<file path="src/rtl/nps_acc_pkg.sv">
// rtl/nps_acc_pkg.sv - shared state encoding and width constants for nps_acc
package nps_acc_pkg;

    typedef enum logic [1:0] {
        ST_IDLE = 2'd0,
        ST_ACC  = 2'd1,
        ST_OUT  = 2'd2,
        ST_DONE = 2'd3
    } state_t;

    localparam int DEF_DATA_WIDTH = 24;
    localparam int DEF_CNT_WIDTH  = 9;
    localparam int SUM_WIDTH      = DEF_DATA_WIDTH + DEF_CNT_WIDTH;
    localparam int MAX_CNT        = 1 << DEF_CNT_WIDTH;

endpackage

</file>
<file path="src/rtl/nps_acc_if.sv">
// rtl/nps_acc_if.sv - control, sample stream and result bundle of nps_acc
interface nps_acc_if
    import nps_acc_pkg::*;
#(
    parameter int DATA_WIDTH = DEF_DATA_WIDTH,
    parameter int CNT_WIDTH  = DEF_CNT_WIDTH
);
    logic                            start;
    logic                            set;
    logic                            vi;
    logic                            fi;
    logic [DATA_WIDTH-1:0]           datai;
    logic                            vo;
    logic                            fo;
    logic [DATA_WIDTH+CNT_WIDTH-1:0] sumo;
    logic [DATA_WIDTH-1:0]           maxo;
    logic [CNT_WIDTH:0]              cnto;
    logic                            ovf;

    modport master (
        output start, set, vi, fi, datai,
        input  vo, fo, sumo, maxo, cnto, ovf
    );

    modport slave (
        input  start, set, vi, fi, datai,
        output vo, fo, sumo, maxo, cnto, ovf
    );
endinterface

</file>
<file path="src/rtl/nps_acc.sv">
// rtl/nps_acc.sv - per-frame sum, max and word count over the NPS_rom sample stream
module nps_acc
    import nps_acc_pkg::*;
#(
    parameter int DATA_WIDTH = DEF_DATA_WIDTH,
    parameter int CNT_WIDTH  = DEF_CNT_WIDTH
) (
    input  logic   clk,
    input  logic   reset_x,
    nps_acc_if.slave bus
);
    localparam int SW = DATA_WIDTH + CNT_WIDTH;
    localparam logic [CNT_WIDTH:0] CNT_FULL = {1'b1, {CNT_WIDTH{1'b0}}};

    state_t                state;
    state_t                state_nxt;
    logic                  clear;
    logic                  acc_en;
    logic [SW-1:0]         sum_q;
    logic [DATA_WIDTH-1:0] max_q;
    logic [CNT_WIDTH:0]    cnt_q;
    logic                  ovf_q;

    always_ff @(posedge clk or negedge reset_x) begin
        if (!reset_x) begin
            state <= ST_IDLE;
        end else begin
            state <= state_nxt;
        end
    end

    always_comb begin
        state_nxt = state;
        if (bus.set) begin
            state_nxt = ST_IDLE;
        end else begin
            case (state)
                ST_IDLE: if (bus.start) state_nxt = ST_ACC;
                ST_ACC: begin
                    if (bus.start)   state_nxt = ST_ACC;
                    else if (bus.fi) state_nxt = ST_OUT;
                end
                ST_OUT:  state_nxt = ST_DONE;
                ST_DONE: if (bus.start) state_nxt = ST_ACC;
                default: state_nxt = ST_IDLE;
            endcase
        end
    end

    // OUT ignores start, so a frame result can never be cleared during its vo pulse
    always_comb begin
        bus.vo = (state == ST_OUT);
        bus.fo = (state == ST_DONE);
        clear  = bus.set | (bus.start & (state != ST_OUT));
        acc_en = (state == ST_ACC) & bus.vi & ~clear;
    end

    always_ff @(posedge clk or negedge reset_x) begin
        if (!reset_x) begin
            sum_q <= '0;
            max_q <= '0;
            cnt_q <= '0;
            ovf_q <= 1'b0;
        end else if (clear) begin
            sum_q <= '0;
            max_q <= '0;
            cnt_q <= '0;
            ovf_q <= 1'b0;
        end else if (acc_en) begin
            if (cnt_q < CNT_FULL) begin
                sum_q <= sum_q + SW'(bus.datai);
                if (bus.datai > max_q) max_q <= bus.datai;
                cnt_q <= cnt_q + 1'b1;
            end else begin
                ovf_q <= 1'b1;
            end
        end
    end

    assign bus.sumo = sum_q;
    assign bus.maxo = max_q;
    assign bus.cnto = cnt_q;
    assign bus.ovf  = ovf_q;

endmodule

</file>
<file path="src/flat_wrapper.sv">
// flat-port wrapper written by rule: the top's interface ports become plain ports
module nps_acc_flat import nps_acc_pkg::*;
#(
    parameter int DATA_WIDTH = DEF_DATA_WIDTH,
    parameter int CNT_WIDTH  = DEF_CNT_WIDTH
)
  (clk, reset_x, bus_start, bus_set, bus_vi, bus_fi, bus_datai, bus_vo, bus_fo, bus_sumo, bus_maxo, bus_cnto, bus_ovf);
  nps_acc_if #(.DATA_WIDTH(DATA_WIDTH), .CNT_WIDTH(CNT_WIDTH)) bus_i ();
  input  logic clk;
  input  logic reset_x;
  input wire logic [$bits(bus_i.start)-1:0] bus_start;
  input wire logic [$bits(bus_i.set)-1:0] bus_set;
  input wire logic [$bits(bus_i.vi)-1:0] bus_vi;
  input wire logic [$bits(bus_i.fi)-1:0] bus_fi;
  input wire logic [$bits(bus_i.datai)-1:0] bus_datai;
  output wire logic [$bits(bus_i.vo)-1:0] bus_vo;
  output wire logic [$bits(bus_i.fo)-1:0] bus_fo;
  output wire logic [$bits(bus_i.sumo)-1:0] bus_sumo;
  output wire logic [$bits(bus_i.maxo)-1:0] bus_maxo;
  output wire logic [$bits(bus_i.cnto)-1:0] bus_cnto;
  output wire logic [$bits(bus_i.ovf)-1:0] bus_ovf;
  assign bus_i.start = bus_start;
  assign bus_i.set = bus_set;
  assign bus_i.vi = bus_vi;
  assign bus_i.fi = bus_fi;
  assign bus_i.datai = bus_datai;
  assign bus_vo = bus_i.vo;
  assign bus_fo = bus_i.fo;
  assign bus_sumo = bus_i.sumo;
  assign bus_maxo = bus_i.maxo;
  assign bus_cnto = bus_i.cnto;
  assign bus_ovf = bus_i.ovf;
  nps_acc #(.DATA_WIDTH(DATA_WIDTH), .CNT_WIDTH(CNT_WIDTH)) u_core (.clk(clk), .reset_x(reset_x), .bus(bus_i));
endmodule
</file>
<file path="config.mk">
export PLATFORM = sky130hd
export DESIGN_NAME = nps_acc_flat
export DESIGN_NICKNAME = d
export VERILOG_FILES = /design/src/rtl/nps_acc_pkg.sv /design/src/rtl/nps_acc_if.sv /design/src/rtl/nps_acc.sv /design/src/flat_wrapper.sv
export SDC_FILE = /design/constraint.sdc
export NUM_CORES = 1
export LEC_CHECK = 0
export ABC_AREA = 1
export BUFFER_PORTS_ARGS = -buffer_cell sky130_fd_sc_hd__buf_2
export CAP_MARGIN = 20
export CORE_ASPECT_RATIO = 0.6
export CORE_MARGIN = 2
export CORE_UTILIZATION = 50
export DETAILED_ROUTE_END_ITERATION = 16
export PLACE_DENSITY_LB_ADDON = 0.1
export SLEW_MARGIN = 20
export SYNTH_ARGS = -nofsm -noshare
export SYNTH_HDL_FRONTEND = slang
export SYNTH_SLANG_ARGS = --single-unit
</file>
<file path="constraint.sdc">
create_clock -name clk -period 5.6 [get_ports clk]
set_clock_uncertainty 0.2 [all_clocks]
set_input_delay 0.28 -clock clk [delete_from_list [all_inputs] [get_ports clk]]
set_output_delay 0.28 -clock clk [all_outputs]
set_load 0.1 [all_outputs]
</file>
==> results of run 1 <==
-- state kept, by name (all words and copies together), names as in the netlist --
signal,flops
u_core.state,2
u_core.bus.cnto,10
u_core.bus.sumo,33
u_core.bus.maxo,24
u_core.bus.ovf,1
-- final cells by class --
type                       instances  area (µm²)
clock buffer                      10         239
clock inverter                     6        45.0
fill                            1111        4610
inverter                         147         552
multi-input combinational        613        3330
sequential                        70        1750
tap                              144         180
timing repair buffer             102         523
-- power by group through the flow --
stage	registers [W]	clock network, W	logic [W]
2_1_floorplan	0.000654	0	0.000187
3_3_place_gp	0.000550	0	0.000386
3_5_place_dp	0.000550	0	0.000387
4_1_cts	0.000541	0.000560	0.000389
5_1_grt	0.000543	0.000578	0.000426
6_report	0.000541	0.000553	0.000391
-- stage by stage --
stage | util | power (W) | area [µm²]
detailed placement | 0.563 | 0.000937 | 6320
global route | 0.590 | 0.00155 | 6620
finish | 0.590 | 0.00148 | 6620
CTS | 0.590 | 0.00149 | 6620
global placement | 0.563 | 0.000935 | 6320
floorplan | - | 0.000840 | 5710
-- layout by cell type (no fill, tap or decap), drive strengths merged, types with 3 or more instances in the layout --
cell / count
nand2: 293
inv: 147
buf: 101
dfrtp: 70
nor2: 62
nand3: 56
a21oi: 55
ha: 53
nand4: 28
o21ai: 25
nor3: 10
clkbuf: 10
nand3b: 5
o21a: 4
o21bai: 3
clkinvlp: 3
clkinv: 3
-- repair_timing --
action	in CTS	in global routing
gates resized for setup	0	0
endpoints found under the hold margin	70	0
hold buffers	1	0
setup endpoints to repair	0	0
-- logic make-up after synthesis --
logic type	Yosys count	share of synthesized area
buffers and inverters	164	0.113
AOI/OAI and AO/OA	95	0.0924
DFF	70	0.307
adders and majority gates	54	0.120
xor gates and xnor gates	2	0.00307
and+or+nand+nor	462	0.366
-- metal layers --
| layer | up-vias | track usage | share of wire |
|---|---|---|---|
| met5 | - | 0 | 0 |
| met4 | 0 | 0.0382 | 0.0057 |
| met3 | 8 | 0.0425 | 0.058 |
| met2 | 144 | 0.360 | 0.38 |
| met1 | 2533 | 0.439 | 0.56 |
| li1 | 2892 | - | - |
-- critical path, cell delays in order (launching register included) --
cell and delay, ps:
dfrtp_1 380, inv_1 60, ha_1 300, nand2_1 80, nor2_1 160, nand4_1 120
nor2_2 190, nand2_2 90, nand3_4 230, nand2_4 310, nand3_1 160, nand2_1 60
-- worst max-delay path by stage --
stage                                     from                               to  slack [ps]  depth (start not counted)
2_1_floorplan   u_core.bus.sumo[0]$_DFFE_PN0P_  u_core.bus.sumo[28]$_DFFE_PN0P_        2840                         14
3_3_place_gp                     bus_datai[15]  u_core.bus.maxo[18]$_DFFE_PN0P_        3170                         11
3_5_place_dp                     bus_datai[15]  u_core.bus.maxo[16]$_DFFE_PN0P_        3140                         11
4_1_cts        u_core.bus.maxo[15]$_DFFE_PN0P_  u_core.bus.maxo[16]$_DFFE_PN0P_        3130                         11
5_1_grt        u_core.bus.maxo[15]$_DFFE_PN0P_  u_core.bus.maxo[16]$_DFFE_PN0P_        2930                         11
6_report       u_core.bus.maxo[15]$_DFFE_PN0P_  u_core.bus.maxo[16]$_DFFE_PN0P_        3130                         11
==> reports/qor.csv, run 1 <==
stage,metric,value,unit
power_and_ir_drop,internal-power,0.000923,W
yosys,yosysTopAreaCell,dfrtp_1,
yosys,ys.flop_type,dfrtp_1,
route,via_per_inst,5.11,
clocking,cts_made_buffers,9,
power_and_ir_drop,max-vdd-ir-drop,0.000189,V
yosys,ys_seq_area_frac,0.307,
route,routedWlPerCell,14.3,µm
global_routing,antenna_found_initial,0,
worst_setup_path,ff2ff_path_depth,11,
clocking,cts_max_level,3,
power_and_ir_drop,swShare,0.378,
die,rows,30,
yosys,netlist_area,5710,µm²
global_routing,first_global_vias,4773,
layout,drive_gt1_frac,0.165,
worst_setup_path,r2r_start,u_core.bus.maxo[15]$_DFFE_PN0P_,
clocking,cts_tree,done,
timing,hold_viol_final,0,
yosys,ys_ff_latch,70,
clocking,clkTransAtPathRegs,70,ps
worst_setup_path,criticalPathCategory,flop to flop,
yosys,netlist_instances,847,
timing,final.period_utilization,0.441,
route,detail-route-antenna-nets,0,
die,dieArea,12300,µm²
worst_setup_path,r2r_slack,3130,ps
hold_path,min_from,bus_datai[16],
yosys,async_flop_share,1.00,
placement,io_buffers,99,
run,maxCapViolCount,0,
worst_setup_path,r2r_end,u_core.bus.maxo[16]$_DFFE_PN0P_,
yosys,synth_most_common_cell,nand2_1,
die,coreArea,11200,µm²
die,io_pins,100,
route,totalWireLength,15600,µm
hold_path,worst_hold_path.num_cells,3,
timing,max_freq,405,MHz
global_routing,grt_pass1_wl,25300,µm
placement,place_worst_setup_slack,3140,ps
power_and_ir_drop,power_frac_seq,0.364,
timing,setup_ws,3130,ps
route,drc,0,
timing,worst_slew_pin_slew,924,ps
worst_setup_path,crit_fanout,25,
clocking,clock_path_buffers,2,
placement,place_hpwl,12100,µm
hold_path,holdPathEnd,u_core.bus.maxo[16]$_DFFE_PN0P_,
route,firstDrtPassIters,5,
die,die_x,142,µm
clocking,root_buffer,clkbuf_16,
worst_setup_path,end_kind,flop,
layout,nets,1027,
yosys,avgSynthCellArea,6.75,µm²
timing,maxSlewViolCount,0,
layout,area_growth,15.8,%
yosys,netlist_top_cells_area,"dfrtp_1, nand2_1, ha_1",
yosys,synth.distinct_cells,43,
route,vias,5577,
timing,whs,41.5,ps
power_and_ir_drop,clkPwrFrac,0.372,
timing,setup_viol_count_final,0,
global_routing,grt_usage,0.265,
placement,gp_congestion,0.919,
worst_setup_path,required,5620,ps
clocking,cts_sinks,70,
placement,dp.cells,1075,
power_and_ir_drop,switchingPower,0.000562,W
die,initial_core_util,0.509,
yosys,synth.yosys.warnings,0,
die,die_h,86.8,µm
global_routing,overflow,0,
yosys,yosysTopAreaCellShare,0.307,
worst_setup_path,cp-start-kind,flop,
clocking,clk_latency,340,ps
power_and_ir_drop,p_per_area,224,nW/µm²
layout,n_antenna_cell,0,
status,status,completed,
timing,fin_tns_setup,0,ps
yosys,synth_edf_count,0,
power_and_ir_drop,leakagePower,3.84,nW
route,drt_iter0_drc,482,
hold_path,hold_class,input port to flop,
timing,timing.slew.headroom,0.384,
yosys,synthesis.nets,931,
power_and_ir_drop,pwr-share-comb,0.263,
clocking,cts_setup_buffers,0,
yosys,synth_commonest_cells,"nand2_1, inv_1, dfrtp_1",
timing,min_period,2470,ps
global_routing,grt_max_degree,71,
timing,rsz0062_at_grt,no,
layout,final_cells,1092,
worst_setup_path,cp_data_arrival_time,2490,ps
No activity file was read; power rests on OpenSTA's default activity.
==> run 2, diff against run 1 <==
--- a/config.mk
+++ b/config.mk
@@ -5,7 +5,7 @@
 export SDC_FILE = /design/constraint.sdc
 export NUM_CORES = 1
 export LEC_CHECK = 0
-export ABC_AREA = 1
+export ABC_AREA = 0
 export BUFFER_PORTS_ARGS = -buffer_cell sky130_fd_sc_hd__buf_2
 export CAP_MARGIN = 20
 export CORE_ASPECT_RATIO = 0.6
==> constraint.sdc (replaced) <==
create_clock -name clk -period 2.4 [get_ports clk]
set_clock_uncertainty 0.2 [all_clocks]
set_input_delay 0.12 -clock clk [delete_from_list [all_inputs] [get_ports clk]]
set_output_delay 0.12 -clock clk [all_outputs]
set_load 0.1 [all_outputs]
==> reports/qor.csv, run 2 <==
stage,metric,value,unit
placement,gp_congestion,0.866,
worst_setup_path,cp-start-kind,flop,
worst_setup_path,worstSetupEndpoint,u_core.bus.sumo[30]$_DFFE_PN0P_,
route,detail-route-antenna-nets,0,
layout,layout_common_cells,"nand2_1, buf_2, buf_4",
yosys,netlist_instances,627,
hold_path,hold_class,input port to flop,
route,totalWireLength,18700,µm
global_routing,overflow,0,
power_and_ir_drop,max-vdd-ir-drop,0.000407,V
layout,final_common_cell,nand2_1,
status,status,finished with violations,
global_routing,antenna_found_initial,0,
run,maxCapViolCount,0,
die,coreArea,10100,µm²
worst_setup_path,cp_data_arrival_time,3120,ps
timing,maxSlewViolCount,0,
timing,worst_slew_pin_slew,680,ps
global_routing,grt_usage,0.321,
die,die_h,83.6,µm
worst_setup_path,cp-startpoint,u_core.bus.sumo[0]$_DFFE_PN0P_,
timing,min_period,3060,ps
die,rows,28,
yosys,synth_commonest_cells,"nand2_1, dfrtp_1, a21oi_1",
yosys,synthesis.nets,711,
layout,drive_gt1_frac,0.432,
timing,timing.slew.headroom,0.542,
route,vias,5763,
yosys,synthSimpleGateAreaFrac,0.220,
yosys,yosysTopAreaCell,dfrtp_1,
timing,fin_tns_setup,-10190,ps
yosys,synth_top_family_by_area,simple AND/OR/NAND/NOR gates,
clocking,clkTransAtPathRegs,60,ps
clocking,clock_path_buffers,2,
layout,nets,926,
worst_setup_path,crit_fanout,4,
placement,place_hpwl,12100,µm
clocking,root_buffer,clkbuf_16,
yosys,ys.flop_type,dfrtp_1,
yosys,async_flop_share,1.00,
timing,rsz0062_at_grt,yes,
yosys,ys_ff_latch,70,
die,dieArea,11400,µm²
timing,max_freq,327,MHz
yosys,yosys.area_share.adder,0.130,
layout,largest_register_ffs,33,
die,initial_core_util,0.525,
yosys,synth.yosys.warnings,0,
worst_setup_path,r2r_slack,-660,ps
worst_setup_path,r2r_start,u_core.bus.sumo[0]$_DFFE_PN0P_,
route,drt_iter0_drc,341,
timing,setup_viol_count_final,39,
worst_setup_path,end_kind,flop,
timing,setup_ws,-656,ps
yosys,ys_seq_area_frac,0.332,
clocking,cts_sinks,70,
layout,fin_area,8050,µm²
route,via_per_inst,5.87,
clocking,cts_tree,done,
status,violations,setup timing,
layout,final-seq-area,1900,µm²
route,drc,0,
layout,n_antenna_cell,0,
global_routing,grt_pass1_wl,28600,µm
global_routing,first_global_vias,5531,
clocking,cts_made_buffers,9,
timing,hold_viol_final,0,
yosys,synth_edf_count,0,
placement,placed_area,6740,µm²
worst_setup_path,criticalPathCategory,flop to flop,
power_and_ir_drop,leakagePower,3.62,nW
route,routedWlPerCell,19.0,µm
worst_setup_path,r2r_end,u_core.bus.sumo[30]$_DFFE_PN0P_,
yosys,netlist_area,5280,µm²
worst_setup_path,ff2ff_path_depth,10,
yosys,avgSynthCellArea,8.41,µm²
global_routing,grt_max_degree,35,
worst_setup_path,required,2460,ps
clocking,cts_max_level,3,
die,io_pins,100,
yosys,synth.distinct_cells,55,
layout,multi_input_area,3870,µm²
yosys,netlist_top_cells_area,"dfrtp_1, ha_1, nand2_1",
clocking,clk_latency,340,ps
timing,final.period_utilization,1.27,
yosys,muxShareOfSynthArea,0.0569,
yosys,yosysTopAreaCellShare,0.332,
timing,whs,49.0,ps
layout,fillers,640,
die,die_x,137,µm
yosys,synth_compound_area_frac,0.174,
layout,area_growth,52.6,%
power_and_ir_drop,p_per_area,465,nW/µm²
yosys,synth_xor_area_frac,0.0332,
placement,io_buffers,99,
route,firstDrtPassIters,5,
yosys,synth_most_common_cell,nand2_1,
[run 2: changes by cell type in the layout (fill, tap and decap cells not counted), moves of 18 or more]
| cell | before | now |
|---|---|---|
| dlygate4sd3_1 | 1 | 29 |
| mux2i_1 | 0 | 28 |
| nand3_1 | 33 | 10 |
| inv_1 | 141 | 28 |
| ha_1 | 53 | 32 |
| ha_4 | 0 | 18 |
| dfrtp_4 | 0 | 35 |
| a21o_1 | 0 | 21 |
| nor2_1 | 59 | 34 |
| dfrtp_1 | 70 | 18 |
| nand3_2 | 22 | 2 |
| nand2_1 | 290 | 108 |
| buf_4 | 3 | 87 |
[run 2: worst min-delay path by stage]
stage / from / to / slack [ps] / cells after the start
floorplan: reset_x / u_core.bus.cnto[0]$_DFFE_PN0P_ / -380 / 0
global placement: reset_x / u_core.bus.sumo[6]$_DFFE_PN0P_ / -20 / 1
detailed placement: reset_x / u_core.bus.maxo[5]$_DFFE_PN0P_ / -20 / 1
CTS: bus_datai[0] / u_core.bus.sumo[0]$_DFFE_PN0P_ / 40 / 4
global route: bus_datai[0] / u_core.bus.sumo[0]$_DFFE_PN0P_ / 60 / 4
finish: bus_datai[0] / u_core.bus.sumo[0]$_DFFE_PN0P_ / 50 / 4
[run 2: cells by family after synthesis]
family / after synthesis
simple gates: 242
compound gates: 147
flops: 70
buf+inv: 64
fa+ha+maj: 54
mux: 30
xor+xnor: 20
[run 2: per-layer routing]
metal / global-route usage / wire, µm / vias to the layer above
met1: 0.444 / 8260 / 2802
met3: 0.0783 / 1530 / 39
li1: - / - / 2651
met2: 0.505 / 8540 / 271
met5: 0 / 0 / -
met4: 0.0758 / 338 / 0
[run 2: worst max-delay path, cell delays in order (launching register included)]
cell	delay, ps
dfrtp_4	430
ha_4	130
inv_2	40
fa_2	370
nor2b_4	180
o211ai_4	100
a2111o_1	510
a211oi_4	340
nor3_4	70
or4_1	440
a21oi_2	140
[run 2: timing repair]
item                                   4_1_cts  5_1_grt
hold buffers                                29        0
cloned                                       3        0
pin swaps                                   23       39
setup endpoints to repair                   45       47
buffers inserted                            13       17
gates resized for setup                     42       60
endpoints found under the hold margin       52        0
[run 2: layout make-up]
| cell class | instances | area share |
|---|---|---|
| flip-flops and latches | 70 | 0.237 |
| repair buffers | 229 | 0.204 |
| well taps | 135 | 0.0210 |
| inverters | 39 | 0.0188 |
| clock inverters | 4 | 0.00684 |
| multi-input cells | 493 | 0.481 |
| clock buffers | 12 | 0.0319 |
[run 2: power breakdown]
group / switching [W] / internal (W) / total, W
clock network: 0.000535 / 0.000866 / 0.00140
registers: 0.0000297 / 0.00122 / 0.00125
logic: 0.000694 / 0.000402 / 0.00110
total: 0.00126 / 0.00249 / 0.00375
[run 2: through the flow]
step | util | worst slack, ps | std cells | power (W)
6_report | 0.801 | -656 | 982 | 0.00375
5_1_grt | 0.801 | -713 | 982 | 0.00388
4_1_cts | 0.766 | -578 | 970 | 0.00368
3_5_place_dp | 0.671 | -623 | 909 | 0.00217
3_3_place_gp | 0.671 | -543 | 909 | 0.00214
2_1_floorplan | - | -628 | 627 | 0.00187
==> run 3, diff against run 2 <==
--- a/config.mk
+++ b/config.mk
@@ -6,13 +6,14 @@
 export NUM_CORES = 1
 export LEC_CHECK = 0
 export ABC_AREA = 0
-export BUFFER_PORTS_ARGS = -buffer_cell sky130_fd_sc_hd__buf_2
 export CAP_MARGIN = 20
 export CORE_ASPECT_RATIO = 0.6
 export CORE_MARGIN = 2
 export CORE_UTILIZATION = 50
 export DETAILED_ROUTE_END_ITERATION = 16
+export DONT_BUFFER_PORTS = 1
 export PLACE_DENSITY_LB_ADDON = 0.1
+export REMOVE_ABC_BUFFERS = 1
 export SLEW_MARGIN = 20
 export SYNTH_ARGS = -nofsm -noshare
 export SYNTH_HDL_FRONTEND = slang
==> reports/qor.csv, run 3 (synthesis results as in run 2) <==
stage,metric,value,unit
die,die_h,83.6,µm
layout,nets,880,
clocking,cts_made_buffers,9,
route,totalWireLength,16900,µm
worst_setup_path,crit_fanout,3,
timing,min_period,2790,ps
placement,gp_congestion,1.00,
layout,area_growth,40.7,%
power_and_ir_drop,leakagePower,3.46,nW
worst_setup_path,cpPeakStageDelay,560,ps
route,detail-route-antenna-nets,0,
layout,final_cells,936,
power_and_ir_drop,p_per_area,484,nW/µm²
route,routedWlPerCell,18.1,µm
layout,drive_gt1_frac,0.273,
worst_setup_path,path_cells,"dlygate4sd3_1, ha_2, inv_2, fa_2, nor2b_4, o211ai_2, a2111o_1, a211oi_2, nor3_2, buf_4, or3_1, a21oi_2",
global_routing,overflow,0,
route,via_per_inst,5.71,
power_and_ir_drop,max-vdd-ir-drop,0.000338,V
placement,dp.cells,882,
placement,place_hpwl,11900,µm
status,violations,setup timing,
global_routing,grt_usage,0.292,
timing,fin_tns_setup,-6940,ps
worst_setup_path,criticalPathCategory,input port to flop,
worst_setup_path,cp_data_arrival_time,2860,ps
layout,layout_common_cells,"buf_4, nand2_1, dfrtp_1",
clocking,root_buffer,clkbuf_16,
layout,largest_register_ffs,33,
timing,setup_viol_count_final,43,
layout,n_antenna_cell,0,
run,maxCapViolCount,0,
route,firstDrtPassIters,5,
worst_setup_path,cp-start-kind,input port,
placement,io_buffers,0,
die,coreArea,10100,µm²
status,status,finished with violations,
clocking,cts_tree,done,
worst_setup_path,end_kind,flop,
die,rows,28,
global_routing,grt_max_degree,71,
global_routing,grt_pass1_wl,26400,µm
clocking,cts_max_level,3,
layout,fin_area,7420,µm²
route,drc,0,
timing,rsz0062_at_grt,yes,
layout,fillers,721,
global_routing,first_global_vias,5248,
timing,maxSlewViolCount,0,
die,dieArea,11400,µm²
worst_setup_path,critical_path.slowest_cell,dlygate4sd3_1,
clocking,clkTransAtPathRegs,60,ps
clocking,clk_latency,340,ps
die,initial_core_util,0.525,
timing,setup_ws,-385,ps
clocking,cts_sinks,70,
placement,place_worst_setup_slack,-546,ps
die,die_x,137,µm
die,io_pins,100,
timing,timing.slew.headroom,0.695,
timing,worst_slew_pin_slew,455,ps
clocking,clock_path_buffers,2,
timing,hold_viol_final,0,
timing,max_freq,359,MHz
route,drt_iter0_drc,529,
route,vias,5344,
worst_setup_path,required,2480,ps
placement,placed_area,6430,µm²
layout,final_common_cell,buf_4,
timing,whs,19.5,ps
timing,final.period_utilization,1.16,
hold_path,hold_class,input port to flop,
global_routing,antenna_found_initial,0,
## run 3: cell types whose count changed in the layout (fill, tap and decap cells not counted), sizes merged
| cell | delta |
|---|---|
| dlygate4sd3 | +1 |
| buf | -49 |
| clkinv | +2 |
## run 3: metal layers
layer | vias up | routed length [µm] | track usage
li1 | 2565 | - | -
met1 | 2506 | 7590 | 0.416
met5 | - | 0 | 0
met4 | 0 | 354 | 0.0616
met2 | 237 | 7480 | 0.448
met3 | 36 | 1510 | 0.0723
## run 3: repair_timing
action                                 in CTS  in global routing
endpoints found under the hold margin     110                  0
hold buffers                               31                  0
setup buffers                               2                  5
setup endpoints to repair                  46                 48
pin swaps                                  30                 22
gates resized for setup                    43                 22
cloned                                      0                  2
## run 3: cell type report
cell class | count | area [µm²] | area share
clock buffers | 10 | 239 | 0.0322
clock inverters | 6 | 61.3 | 0.00826
inverters | 39 | 146 | 0.0197
multi-input cells | 493 | 3510 | 0.474
flip-flops and latches | 70 | 1750 | 0.236
well taps | 135 | 169 | 0.0228
repair buffers | 183 | 1540 | 0.207
## run 3: per-stage QoR
| stage | util | total power, W |
|---|---|---|
| after floorplan | - | 0.00181 |
| after global placement | 0.639 | 0.00205 |
| after detailed placement | 0.639 | 0.00207 |
| after CTS | 0.717 | 0.00354 |
| after global routing | 0.738 | 0.00374 |
| final | 0.738 | 0.00359 |
## run 3: power by group
group	switching, W	total [W]	internal [W]	leakage (nW)
Clock	0.000550	0.00138	0.000829	0.148
Sequential	0.0000206	0.00123	0.00121	0.971
Combinational	0.000622	0.000986	0.000363	2.34
## run 3: final timing paths
path                                           startpoint                         endpoint  slack (ps)  depth (start not counted)
max                                          bus_datai[0]  u_core.bus.sumo[26]$_DFFE_PN0P_        -390                         12
min                                          bus_datai[5]   u_core.bus.sumo[5]$_DFFE_PN0P_          20                          4
max reg2reg                u_core.bus.sumo[0]$_DFFE_PN0P_  u_core.bus.sumo[26]$_DFFE_PN0P_        -380                         11
min reg2reg                u_core.bus.cnto[7]$_DFFE_PN0P_   u_core.bus.cnto[7]$_DFFE_PN0P_         400                          2
max in group asynchronous                         reset_x   u_core.bus.sumo[9]$_DFFE_PN0P_        1570                          2
min in group asynchronous                         reset_x      u_core.state[0]$_DFFE_PN0P_         110                          2
## run 3: critical path: cells and delay by family
family | cells | cell delay, ps
AO/OA/AOI/OAI | 4 | 900
buffers and inverters | 3 | 750
AND/OR/NAND/NOR | 3 | 540
adder cells (fa/ha/maj) | 2 | 550
